File: config.mk
export PLATFORM = sky130hd
export DESIGN_NAME = seg7_scan_driver
export DESIGN_NICKNAME = d
export VERILOG_FILES = /design/src/rtl/seg7_scan_driver.sv
export SDC_FILE = /design/constraint.sdc
export NUM_CORES = 1
export LEC_CHECK = 0
export ABC_AREA = 1
export BUFFER_PORTS_ARGS = -buffer_cell sky130_fd_sc_hd__buf_4
export CORE_MARGIN = 2
export CORE_UTILIZATION = 41
export CTS_BUF_LIST = sky130_fd_sc_hd__clkbuf_8 sky130_fd_sc_hd__clkbuf_16
export DETAILED_ROUTE_END_ITERATION = 8
export PLACE_DENSITY = 0.54
export SETUP_SLACK_MARGIN = 0.3
export SLEW_MARGIN = 15
export SYNTH_ARGS = -nofsm -noshare
export SYNTH_HDL_FRONTEND = slang
export SYNTH_SLANG_ARGS = --single-unit
File: constraint.sdc
create_clock -name clk -period 2.05 [get_ports clk]
set_clock_uncertainty 0.05 [all_clocks]
set_input_delay 0 -clock clk [delete_from_list [all_inputs] [get_ports clk]]
set_output_delay 0 -clock clk [all_outputs]
set_load 0.1 [all_outputs]
File: src/rtl/seg7_scan_driver.sv
// seg7_scan_driver
//
// Time-multiplexed driver for a row of common-anode seven-segment digits.
// A slot counter (cnt) walks each digit (idx) through CLK_DIV clock cycles.
// The first GUARD cycles of every slot keep all anodes dark to hide ghosting.
// New display data arrives on a single-cycle load strobe. It is parked in a
// pending register and is only copied into the display register at the last
// cycle of a frame, so the digits of one frame never come from two loads.
//
// Optional feature: define SEG7_LEADING_ZERO_SUPPRESS_EN to darken leading
// zero digits. Digit 0 is never darkened, and a digit that requests its
// decimal point is never darkened.
//
// All outputs are registered. They show the state of the previous cycle.

module seg7_scan_driver #(
  parameter int unsigned NUM_DIGITS = 4,      // 1..8
  parameter int unsigned CLK_DIV    = 50000,  // cycles per digit slot, >= 2
  parameter int unsigned GUARD      = 16      // dark cycles at slot start
) (
  input  logic                    clk,
  input  logic                    rst_n,
  input  logic [4*NUM_DIGITS-1:0] value,
  input  logic [NUM_DIGITS-1:0]   dp_in,
  input  logic [NUM_DIGITS-1:0]   blank,
  input  logic                    load,
  output logic [6:0]              segs,
  output logic                    dp,
  output logic [NUM_DIGITS-1:0]   an,
  output logic                    frame_done
);

  localparam int unsigned CNT_W = (CLK_DIV > 1) ? $clog2(CLK_DIV) : 1;
  localparam int unsigned IDX_W = (NUM_DIGITS > 1) ? $clog2(NUM_DIGITS) : 1;

  localparam logic [CNT_W-1:0] CNT_LAST  = CNT_W'(CLK_DIV - 1);
  localparam logic [CNT_W-1:0] CNT_GUARD = CNT_W'(GUARD);
  localparam logic [IDX_W-1:0] IDX_LAST  = IDX_W'(NUM_DIGITS - 1);

  // Active-low segment pattern for a dark digit.
  localparam logic [6:0] SEGS_OFF = 7'h7F;

  // Map a hex nibble to an active-low gfedcba pattern.
  function automatic logic [6:0] seg_decode(input logic [3:0] nib);
    logic [6:0] s;
    case (nib)
      4'h0:    s = 7'h40;
      4'h1:    s = 7'h79;
      4'h2:    s = 7'h24;
      4'h3:    s = 7'h30;
      4'h4:    s = 7'h19;
      4'h5:    s = 7'h12;
      4'h6:    s = 7'h02;
      4'h7:    s = 7'h78;
      4'h8:    s = 7'h00;
      4'h9:    s = 7'h10;
      4'hA:    s = 7'h08;
      4'hB:    s = 7'h03;
      4'hC:    s = 7'h46;
      4'hD:    s = 7'h21;
      4'hE:    s = 7'h06;
      default: s = 7'h0E;
    endcase
    return s;
  endfunction

  // ---------------------------------------------------------------------------
  // State
  // ---------------------------------------------------------------------------
  logic [CNT_W-1:0]        cnt_q, cnt_d;
  logic [IDX_W-1:0]        idx_q, idx_d;

  logic [4*NUM_DIGITS-1:0] disp_value_q, disp_value_d;
  logic [NUM_DIGITS-1:0]   disp_dp_q, disp_dp_d;
  logic [NUM_DIGITS-1:0]   disp_blank_q, disp_blank_d;

  logic [4*NUM_DIGITS-1:0] pend_value_q, pend_value_d;
  logic [NUM_DIGITS-1:0]   pend_dp_q, pend_dp_d;
  logic [NUM_DIGITS-1:0]   pend_blank_q, pend_blank_d;
  logic                    pend_valid_q, pend_valid_d;

  logic [NUM_DIGITS-1:0]   an_q, an_d;
  logic [6:0]              segs_q, segs_d;
  logic                    dp_q, dp_d;
  logic                    frame_done_q;

  logic                    cnt_last;
  logic                    idx_last;
  logic                    wrap;
  logic                    guard_done;
  logic [NUM_DIGITS-1:0]   blank_eff;

  assign cnt_last   = (cnt_q == CNT_LAST);
  assign idx_last   = (idx_q == IDX_LAST);
  // With a single digit every slot end is also a frame end.
  assign wrap       = cnt_last && idx_last;
  assign guard_done = (cnt_q >= CNT_GUARD);

  // ---------------------------------------------------------------------------
  // State register: counters, display/pending data, registered outputs
  // ---------------------------------------------------------------------------
  // NOTE: every register here, including the display and pending data, is
  // reset explicitly: the display must come up showing zeros, and a load
  // that was pending when reset arrived must be discarded.
  always_ff @(posedge clk or negedge rst_n) begin
    if (!rst_n) begin
      cnt_q        <= '0;
      idx_q        <= '0;
      disp_value_q <= '0;
      disp_dp_q    <= '0;
      disp_blank_q <= '0;
      pend_value_q <= '0;
      pend_dp_q    <= '0;
      pend_blank_q <= '0;
      pend_valid_q <= 1'b0;
      an_q         <= '1;
      segs_q       <= SEGS_OFF;
      dp_q         <= 1'b1;
      frame_done_q <= 1'b0;
    end else begin
      // NOTE: non-blocking assignments, so every register samples the values
      // from before this edge regardless of statement order.
      cnt_q        <= cnt_d;
      idx_q        <= idx_d;
      disp_value_q <= disp_value_d;
      disp_dp_q    <= disp_dp_d;
      disp_blank_q <= disp_blank_d;
      pend_value_q <= pend_value_d;
      pend_dp_q    <= pend_dp_d;
      pend_blank_q <= pend_blank_d;
      pend_valid_q <= pend_valid_d;
      an_q         <= an_d;
      segs_q       <= segs_d;
      dp_q         <= dp_d;
      frame_done_q <= wrap;
    end
  end

  // ---------------------------------------------------------------------------
  // Next-state: scan counters, pending capture, frame-boundary display update
  // ---------------------------------------------------------------------------
  always_comb begin
    // NOTE: each variable gets its hold value first, so no path through
    // this block leaves one unassigned (no latch inferred).
    cnt_d        = cnt_last ? '0 : cnt_q + CNT_W'(1);
    idx_d        = idx_q;
    disp_value_d = disp_value_q;
    disp_dp_d    = disp_dp_q;
    disp_blank_d = disp_blank_q;
    pend_value_d = pend_value_q;
    pend_dp_d    = pend_dp_q;
    pend_blank_d = pend_blank_q;
    pend_valid_d = pend_valid_q;

    if (cnt_last) begin
      idx_d = idx_last ? '0 : idx_q + IDX_W'(1);
    end

    if (wrap) begin
      // A load on the wrap cycle itself goes straight to the display and
      // takes priority over anything parked earlier in the frame.
      if (load) begin
        disp_value_d = value;
        disp_dp_d    = dp_in;
        disp_blank_d = blank;
      end else if (pend_valid_q) begin
        disp_value_d = pend_value_q;
        disp_dp_d    = pend_dp_q;
        disp_blank_d = pend_blank_q;
      end
      pend_valid_d = 1'b0;
    end else if (load) begin
      // The latest load within a frame wins.
      pend_value_d = value;
      pend_dp_d    = dp_in;
      pend_blank_d = blank;
      pend_valid_d = 1'b1;
    end
  end

  // ---------------------------------------------------------------------------
  // Effective blanking: explicit blank plus optional leading-zero suppression
  // ---------------------------------------------------------------------------
`ifdef SEG7_LEADING_ZERO_SUPPRESS_EN
  always_comb begin
    logic higher_zero;
    blank_eff   = disp_blank_q;
    higher_zero = 1'b1;
    // Walk from the most significant digit down. Stop darkening digits at
    // the first non-zero nibble. Digit 0 is never considered.
    for (int i = NUM_DIGITS - 1; i >= 1; i--) begin
      higher_zero = higher_zero && (disp_value_q[4*i +: 4] == 4'h0);
      if (higher_zero && !disp_dp_q[i]) begin
        blank_eff[i] = 1'b1;
      end
    end
  end
`else
  // Every digit that is not explicitly blanked is shown, leading zeros too.
  always_comb begin
    blank_eff = disp_blank_q;
  end
`endif

  // ---------------------------------------------------------------------------
  // Output decode for the current slot (registered by the state register)
  // ---------------------------------------------------------------------------
  always_comb begin
    an_d   = '1;
    segs_d = SEGS_OFF;
    dp_d   = 1'b1;
    for (int i = 0; i < NUM_DIGITS; i++) begin
      if (idx_q == IDX_W'(i) && guard_done && !blank_eff[i]) begin
        an_d[i] = 1'b0;
        segs_d  = seg_decode(disp_value_q[4*i +: 4]);
        dp_d    = ~disp_dp_q[i];
      end
    end
  end

  assign an         = an_q;
  assign segs       = segs_q;
  assign dp         = dp_q;
  assign frame_done = frame_done_q;

endmodule

* After elaboration in Yosys (flattened, before gate mapping) *
Memory sizes are Yosys's and may differ from the RTL's.
Cells that the tools add are included.

storage, ports and cells
  register bits = 80
  ROM bits = 448
  input port bits = 27
  word-level logic and storage cells = 69
  memories kept = 4

cells by class
  $add $sub $neg = 2
  $lt $le $gt $ge = 1
  equality and inequality tests = 4
  multiplexer cells = 22
  bitwise logic cells = 5
  reductions and logical operators = 18

memories
  name             depth  bits a word  read ports  clocked after Yosys merged registers in  write ports  RTL line  source
  (no name shown)  16     7            1           0                                        0            46        case (nib)
  (no name shown)  16     7            1           0                                        0            46
  (no name shown)  16     7            1           0                                        0            46
  (no name shown)  16     7            1           0                                        0            46

operators with widths
  kind                   number
  $mux 16                3
  $mux 7                 4
  $add 16x1->16 const B  1
  $eq 16x16->1 const B   1
  $ge 16x5->1 const B    1
  $mux 4                 4
  $mux 1                 10
  $logic_and 1x1->1      9
  $not 1->1              5
  $eq 2x2->1 const B     2
  $logic_not 1->1        4
  $reduce_and 2->1       2
  $reduce_bool 2->1      2
  $add 2x1->2 const B    1
  $eq 2x1->1 const B     1
  $logic_not 2->1        1
  $mux 2                 1

* Depth between registers and ports, before layout *
Gate-level depths: netlist (run 1).

  word-level depth = 7
  depth in mapped cells = 10
  gate-level depth less buffers = 10

* Least setup slack after synthesis (run 1) *
Ideal clock, no wire load.

  path type = reg2reg
  start = reg cnt_q[0]
  end = reg disp_value_q[15]
  setup time = 0.130 ns
  arrival = 1.493 ns
  data required time = 1.870 ns
  path slack = 0.377 ns
  cell stages (with the launch flop) = 11
  path buffers = 2
  cells stage by stage = dfrtp_1 -> ha_1 -> nand2_1 -> nor2_2 -> nand4_1 -> nor2_4 -> nand3_2 -> buf_6 -> buf_6 -> nand2_1 -> o21ai_1

on the way
  cells in the longest elaborated chain, start to end = 3

ends and longest elaborated chain
  item                               RTL line  source
  start: declaration                 70        logic [CNT_W-1:0] cnt_q, cnt_d;
  start signal: assignment           123       cnt_q <= cnt_d;
  $eq 16x16->1                       93        assign cnt_last = (cnt_q == CNT_LAST);
  $logic_and 1x1->1                  96        assign wrap = cnt_last && idx_last;
  $reduce_and 2->1 (no source line)  -
  end signal: assignment             125       disp_value_q <= disp_value_d;
  end: declaration                   73        logic [4*NUM_DIGITS-1:0] disp_value_q, disp_value_d;

Every way passes these cells.
A chain may end at the register's enable or synchronous reset.

* Final worst setup path (run 1) *
  start = reg cnt_q[1]
  end = reg pend_value_q[15]

on the way
  cells in the longest elaborated chain, start to end = 4

ends and longest elaborated chain
  item                               RTL line  source
  $eq 16x16->1                       93
  $logic_and 1x1->1                  96
  $not 1->1 (no source line)         -
  $reduce_and 2->1 (no source line)  -
  end signal: assignment             128       pend_value_q <= pend_value_d;
  end: declaration                   77        logic [4*NUM_DIGITS-1:0] pend_value_q, pend_value_d;

Every way passes these cells.

==> results of run 1 <==
==> flip-flops by register name, summed over array words and instances, names as in the netlist, 7 cells and up <==
signal	cells
cnt_q	16
disp_value_q	16
pend_value_q	16
segs	7
==> per-layer routing <==
metal | up-vias | track usage (%)
li1 | 2146 | -
met1 | 1911 | 25.24
met4 | 0 | 7.236
met3 | 19 | 2.916
met2 | 85 | 28.27
met5 | - | 0
==> kinds of logic after synthesis <==
| logic type | after synthesis | synth area share, % |
|---|---|---|
| fa+ha+maj | 30 | 7.786 |
| flops | 80 | 41.84 |
| buf+inv | 84 | 7.734 |
| simple gates | 306 | 27.38 |
| mux | 24 | 4.983 |
| compound gates | 81 | 9.370 |
| xor+xnor | 5 | 0.9083 |
==> worst min-delay path, stage by stage <==
cell and delay [ns]:
buf_4 0.22, nand3_1 0.13, nand2_1 0.04
==> placed cells by master, fill, tap and decap left out, types with 2 or more instances in the layout <==
cell type / instances
a211oi_1: 4
a21oi_1: 13
buf_12: 5
buf_4: 57
buf_6: 3
clkbuf_16: 10
clkinv_2: 3
dfrtp_1: 61
dfrtp_2: 7
dfstp_2: 12
dlygate4sd3_1: 25
ha_1: 28
ha_2: 2
inv_1: 56
mux2i_1: 24
nand2_1: 134
nand2_2: 15
nand2_4: 13
nand3_1: 62
nand3_2: 2
nand3b_1: 2
nand4_1: 7
nor2_1: 43
nor2_2: 5
nor2_4: 4
nor3_1: 11
nor3_2: 2
o211ai_1: 4
o21ai_0: 34
o21ai_1: 16
o21ai_2: 5
or2_1: 2
xor2_1: 4
==> path summary, 6_finish.rpt <==
kind                            startpoint          endpoint  cells past startpoint
max                               cnt_q[1]  pend_value_q[15]                     10
min                                   load   pend_value_q[3]                      3
max reg2reg                       cnt_q[1]  pend_value_q[15]                     10
min reg2reg                pend_blank_q[0]   pend_blank_q[0]                      2
max in group asynchronous            rst_n                dp                      3
min in group asynchronous            rst_n         cnt_q[15]                      2
==> timing repair <==
item	in CTS	in global routing
endpoints found under the setup margin	48	65
setup buffers	4	8
hold buffers	25	0
gates cloned	0	2
pin swaps	3	10
gates resized for setup	10	71
endpoints found under the hold margin	88	0
==> per-stage QoR <==
stage | hold WS, ns | setup slack (ns) | total power, mW | instances | utilization, %
floorplan | -0.3456 | 0.3770 | 1.768 | 610 | -
global placement | -0.05751 | 0.1748 | 1.872 | 780 | 45.86
detailed placement | -0.05355 | 0.1322 | 1.877 | 780 | 45.86
CTS | 0.03805 | 0.2782 | 3.505 | 824 | 51.18
global route | 0.08200 | 0.1883 | 3.652 | 834 | 54.00
finish | 0.07145 | 0.2945 | 3.489 | 834 | 54.00
==> cell type report <==
type | instances | area (um2)
Sequential cell | 80 | 2026
Clock buffer | 9 | 225.2
Multi-Input combinational cell | 447 | 2635
Clock inverter | 6 | 61.31
Fill cell | 1125 | 5275
Timing Repair Buffer | 92 | 852.1
Tap cell | 143 | 178.9
Inverter | 57 | 214.0
==> report_power, final <==
part | switching, mW | internal (mW) | total, mW
Combinational | 0.136 | 0.138 | 0.274
Sequential | 0.0318 | 1.62 | 1.65
Clock | 0.630 | 0.931 | 1.56
==> metrics.md, run 1 <==
| Metric | Value |
|---|---|
| Result of the run | `complete, no violations` |
| Total GRT Usage | `18.09%` |
| Synth top area share | `35.30%` |
| Crit-path cells | `ha_2, nand2_2, nor2_4, nand4_1, nor2_4, nand2_4, nand2_8, clkbuf_16, nand2_2, nand2_1` |
| Crit path max-delay family | `simple AND/OR/NAND/NOR gates` |
| RSZ-0062 raised after global routing | `true` |
| Clock tree sinks | `80` |
| Post-synth top area cell | `dfrtp_1` |
| Slowest cell on the critical path | `dfrtp_1` |
| Final worst path period share | `85.63%` |
| EDFF count, synth | `0` |
| CTS root buf | `clkbuf_16` |
| Die Height | `112.4 um` |
| Setup Viol. Count Final | `0` |
| Met2 wire len | `5250 um` |
| 1st-iter DRT viols | `197` |
| Fin area | `0.006192 mm2` |
| Top-count cell post-synth | `nand2_1` |
| Library cells used by synthesis | `38` |
| Initial antenna violation count | `0` |
| Asr flop ratio synth | `100.0%` |
| DRT met1 WL | `5373 um` |
| Initial Util | `42.04%` |
| Required time worst endpoint | `2.28 ns` |
| Layout area overhead | `28.45%` |
| CTS tree | `done` |
| Relative slew margins | `68.44%` |
| Final hold vios | `0` |
| CORE AREA | `0.01147 mm2` |
| Ant. Diodes | `0` |
| CP Class | `flop to flop` |
| CP Capture Type | `flop` |
| Register area share after synthesis | `41.84%` |
| Vias in the first global route | `3903` |
| Largest net degree at the start of global routing | `47` |
| Worst skew pair latency | `0.34 ns` |
| Max cap viols | `0` |
| Synthesized cell area | `0.004821 mm2` |
| GP Congestion | `0.9122` |
| Synthesized area per cell | `7.903 um2` |
| Leakage power | `3.050 nW` |
| Num CTS Buffers | `9` |
| First-pass GRT wire length | `18550 um` |
| Avg Vias per Cell | `4.989` |
| Post-synthesis register bit count | `80` |
| Worst hold path type | `input port to flop` |
| DP HPWL | `7603 um` |
| Slew Limit Fails | `0` |
| Clk buf depth | `2` |
| Residual DRC | `0` |
| Port Buffers | `39` |
| CP bufs+invs | `1` |
| Final min period | `1.756 ns` |
| GRT Residual Overflow | `0` |
| VDD IR max | `479.0 uV` |
| Max Fclk | `569.6 MHz` |
| Antenna-violating nets left | `0` |
| Overall die width | `112.4 um` |
| Arrival @ worst endpoint | `1.98 ns` |
| Ports | `40` |
| Setup tns final | `0 ns` |
| Synth top cells by count | `nand2_1, dfrtp_1, nand3_1` |
| Power Density | `563.5 mW/mm2` |
| Internal reg-to-reg setup slack | `0.29 ns` |
| CTS clock-pin slew for the worst setup and hold paths | `0.06 ns` |
| Top sig layer | `met4` |
| Wirelength per Cell | `13.49 um` |
| Routed wire length | `11250 um` |
| Layout cell share with drive strength beyond 1 | `22.14%` |
| Worst-Margin Slew | `0.4734 ns` |
| Die area | `0.01264 mm2` |
| Syn_nets | `667` |
| Post-placement cell area | `0.005259 mm2` |
| H-tree levels | `3` |
| Synth Flop Type | `dfrtp_1` |
| Crit-path max FO | `6` |
| Startpoint types | `flop` |
| Mapped Cells | `610` |
| Synth warnings | `0` |
| Drt pass-1 iters | `8` |
| Largest stage delay, worst path | `0.37 ns` |
| Via count | `4161` |
| Synth area leaders | `dfrtp_1, nand2_1, ha_1, nand3_1, dfstp_2` |
| Nets | `744` |
| Met3 wire len | `392 um` |
| Row count | `39` |
No activity file was read; power rests on OpenSTA's default activity.
==> run 2, diff against run 1 <==
--- a/config.mk
+++ b/config.mk
@@ -12,7 +12,6 @@
 export CTS_BUF_LIST = sky130_fd_sc_hd__clkbuf_8 sky130_fd_sc_hd__clkbuf_16
 export DETAILED_ROUTE_END_ITERATION = 8
 export PLACE_DENSITY = 0.54
-export SETUP_SLACK_MARGIN = 0.3
 export SLEW_MARGIN = 15
 export SYNTH_ARGS = -nofsm -noshare
 export SYNTH_HDL_FRONTEND = slang
==> metrics.md, run 2 (synthesis results as in run 1) <==
| Metric | Value |
|---|---|
| Hold path cells | `3 (unchanged)` |
| Avg Vias per Cell | `4.971 (-0.37%)` |
| Antenna-violating nets left | `0 (unchanged)` |
| Max cap viols | `0 (unchanged)` |
| Ant. Diodes | `0 (unchanged)` |
| Initial Util | `42.04% (unchanged)` |
| Worst skew pair latency | `0.34 ns (about the same)` |
| Die Height | `112.4 um (unchanged)` |
| GRT Residual Overflow | `0 (unchanged)` |
| CORE AREA | `0.01147 mm2 (unchanged)` |
| Port Buffers | `39 (unchanged)` |
| Via count | `4091 (-1.7%)` |
| Post-Place Worst Slack | `0.1322 ns (unchanged)` |
| Final min period | `1.889 ns (+0.1339 ns)` |
| H-tree levels | `3 (unchanged)` |
| Final hold slack | `0.04996 ns (-0.02148 ns)` |
| Area of the multi-input gates | `0.002441 mm2 (-7.4%)` |
| Nets | `733 (-1.5%)` |
| 1st-iter DRT viols | `207 (+5.1%)` |
| Row count | `39 (unchanged)` |
| Clock tree sinks | `80 (unchanged)` |
| Initial antenna violation count | `0 (unchanged)` |
| Final worst path period share | `92.17% (+6.5 points)` |
| CP Capture Type | `flop` |
| Drt pass-1 iters | `5 (-3)` |
| CTS tree | `done` |
| CP Class | `flop to flop` |
| Most frequent cells in the layout | `nand2_1, dfrtp_1, nand3_1` |
| Final hold vios | `0 (unchanged)` |
| Register Area | `0.002017 mm2 (-0.43%)` |
| Relative slew margins | `68.58% (+0.14 points)` |
| Commonest non-fill, non-tap cell in the layout | `nand2_1` |
| Layout area overhead | `20.89%` |
| Routed wire length | `10730 um (-4.6%)` |
| Worst-Margin Slew | `0.4713 ns (-0.002162 ns)` |
| Non-Filler Instances | `823 (-1.3%)` |
| Startpoint types | `flop` |
| Required time worst endpoint | `2.28 ns (about the same)` |
| Regs by FF count | `cnt_q (16), disp_value_q (16), pend_value_q (16)` |
| Crit-path max FO | `13 (+7)` |
| Power Density | `591.0 mW/mm2 (+4.9%)` |
| CTS root buf | `clkbuf_16` |
| Final WS setup | `0.1606 ns (-0.1339 ns)` |
| Layout cell share with drive strength beyond 1 | `14.56% (-7.6 points)` |
| Arrival @ worst endpoint | `2.12 ns (+0.14 ns)` |
| CTS clock-pin slew for the worst setup and hold paths | `0.06 ns (about the same)` |
| Layout filler cell count | `1148 (+2.0%)` |
| Total GRT Usage | `17.91% (-0.18 points)` |
| Placed instance count | `780 (unchanged)` |
| Die area | `0.01264 mm2 (unchanged)` |
| Num CTS Buffers | `9 (unchanged)` |
| Residual DRC | `0 (unchanged)` |
| Worst hold path type | `input port to flop` |
| Vias in the first global route | `3842 (-1.6%)` |
| Tot Pwr | `3.444 mW (-1.3%)` |
| Wirelength per Cell | `13.04 um (-3.3%)` |
| DP HPWL | `7603 um (unchanged)` |
| Overall die width | `112.4 um (unchanged)` |
| Ports | `40 (unchanged)` |
| GP Congestion | `0.9122 (unchanged)` |
| Slew Limit Fails | `0 (unchanged)` |
| VDD IR max | `477.1 uV (-0.40%)` |
| Leakage power | `2.894 nW (-5.1%)` |
| Result of the run | `complete, no violations` |
| Max Fclk | `529.3 MHz (-7.1%)` |
| Largest net degree at the start of global routing | `47 (unchanged)` |
| First-pass GRT wire length | `18360 um (-1.0%)` |
| Setup Viol. Count Final | `0 (unchanged)` |
| Clk buf depth | `2 (unchanged)` |
| Worst Reg-to-Reg Cells | `10 (unchanged)` |
-- run 2: cell count changes in the layout (fill, tap and decap cells not counted), moves of 6 or more --
cell     before  now
nor2_1       43   49
nand2_1     134  157
dfrtp_2       7    0
nand2_4      13    1
dfrtp_1      61   68
nand2_2      15    4
-- run 2: area by class of cell --
type	count	area share (%)
Multi-Input combinational cell	446	41.88
Clock buffer	9	3.864
Sequential cell	80	34.61
Tap cell	143	3.070
Clock inverter	6	1.052
Timing Repair Buffer	82	11.85
Inverter	57	3.671
-- run 2: critical path, stage by stage (launching register included) --
cell and delay (ns):
dfrtp_1 0.38, ha_1 0.19, nand2_1 0.11, nor2_4 0.14, nand4_1 0.17, nor2_4 0.23, nand2_4 0.13, nand2_2 0.09
buf_4 0.20, nand2_1 0.07, nand2_1 0.06
-- run 2: path summary, 6_finish.rpt --
path                                 start  slack, ns               to
max in group asynchronous            rst_n       1.18               dp
setup / recovery                  cnt_q[0]       0.16  pend_value_q[7]
hold reg to reg            pend_blank_q[0]       0.42  pend_blank_q[0]
setup reg to reg                  cnt_q[0]       0.16  pend_value_q[7]
hold / removal                        load       0.05  pend_blank_q[1]
min in group asynchronous            rst_n       0.11        cnt_q[15]
-- run 2: repair_timing --
item | in CTS | in global routing
hold buffers | 25 | 0
setup endpoints to repair | 0 | 24
resized for setup | 0 | 2
buffers inserted | 0 | 3
endpoints found under the hold margin | 88 | 0
-- run 2: report_power, final --
part | switching (mW) | leakage [nW] | total, mW | internal, mW
logic | 0.122 | 1.74 | 0.239 | 0.118
registers | 0.0208 | 1.01 | 1.64 | 1.62
clock network | 0.631 | 0.141 | 1.56 | 0.931
total | 0.773 | 2.89 | 3.44 | 2.67
-- run 2: per-layer routing --
layer	up-vias	global-route usage, %	part of all wire (%)
met5	-	0	0
li1	2125	-	-
met4	0	6.911	2.0
met2	92	27.87	45
met3	17	2.916	3.8
met1	1857	25.18	49
-- run 2: metrics by stage --
stage               util, %  TNS [ns]  instance area (um2)
floorplan                 -         0                 4821
global placement      45.86         0                 5259
detailed placement    45.86         0                 5259
CTS                   50.54         0                 5796
global route          50.82  -0.01882                 5828
finish                50.82         0                 5828
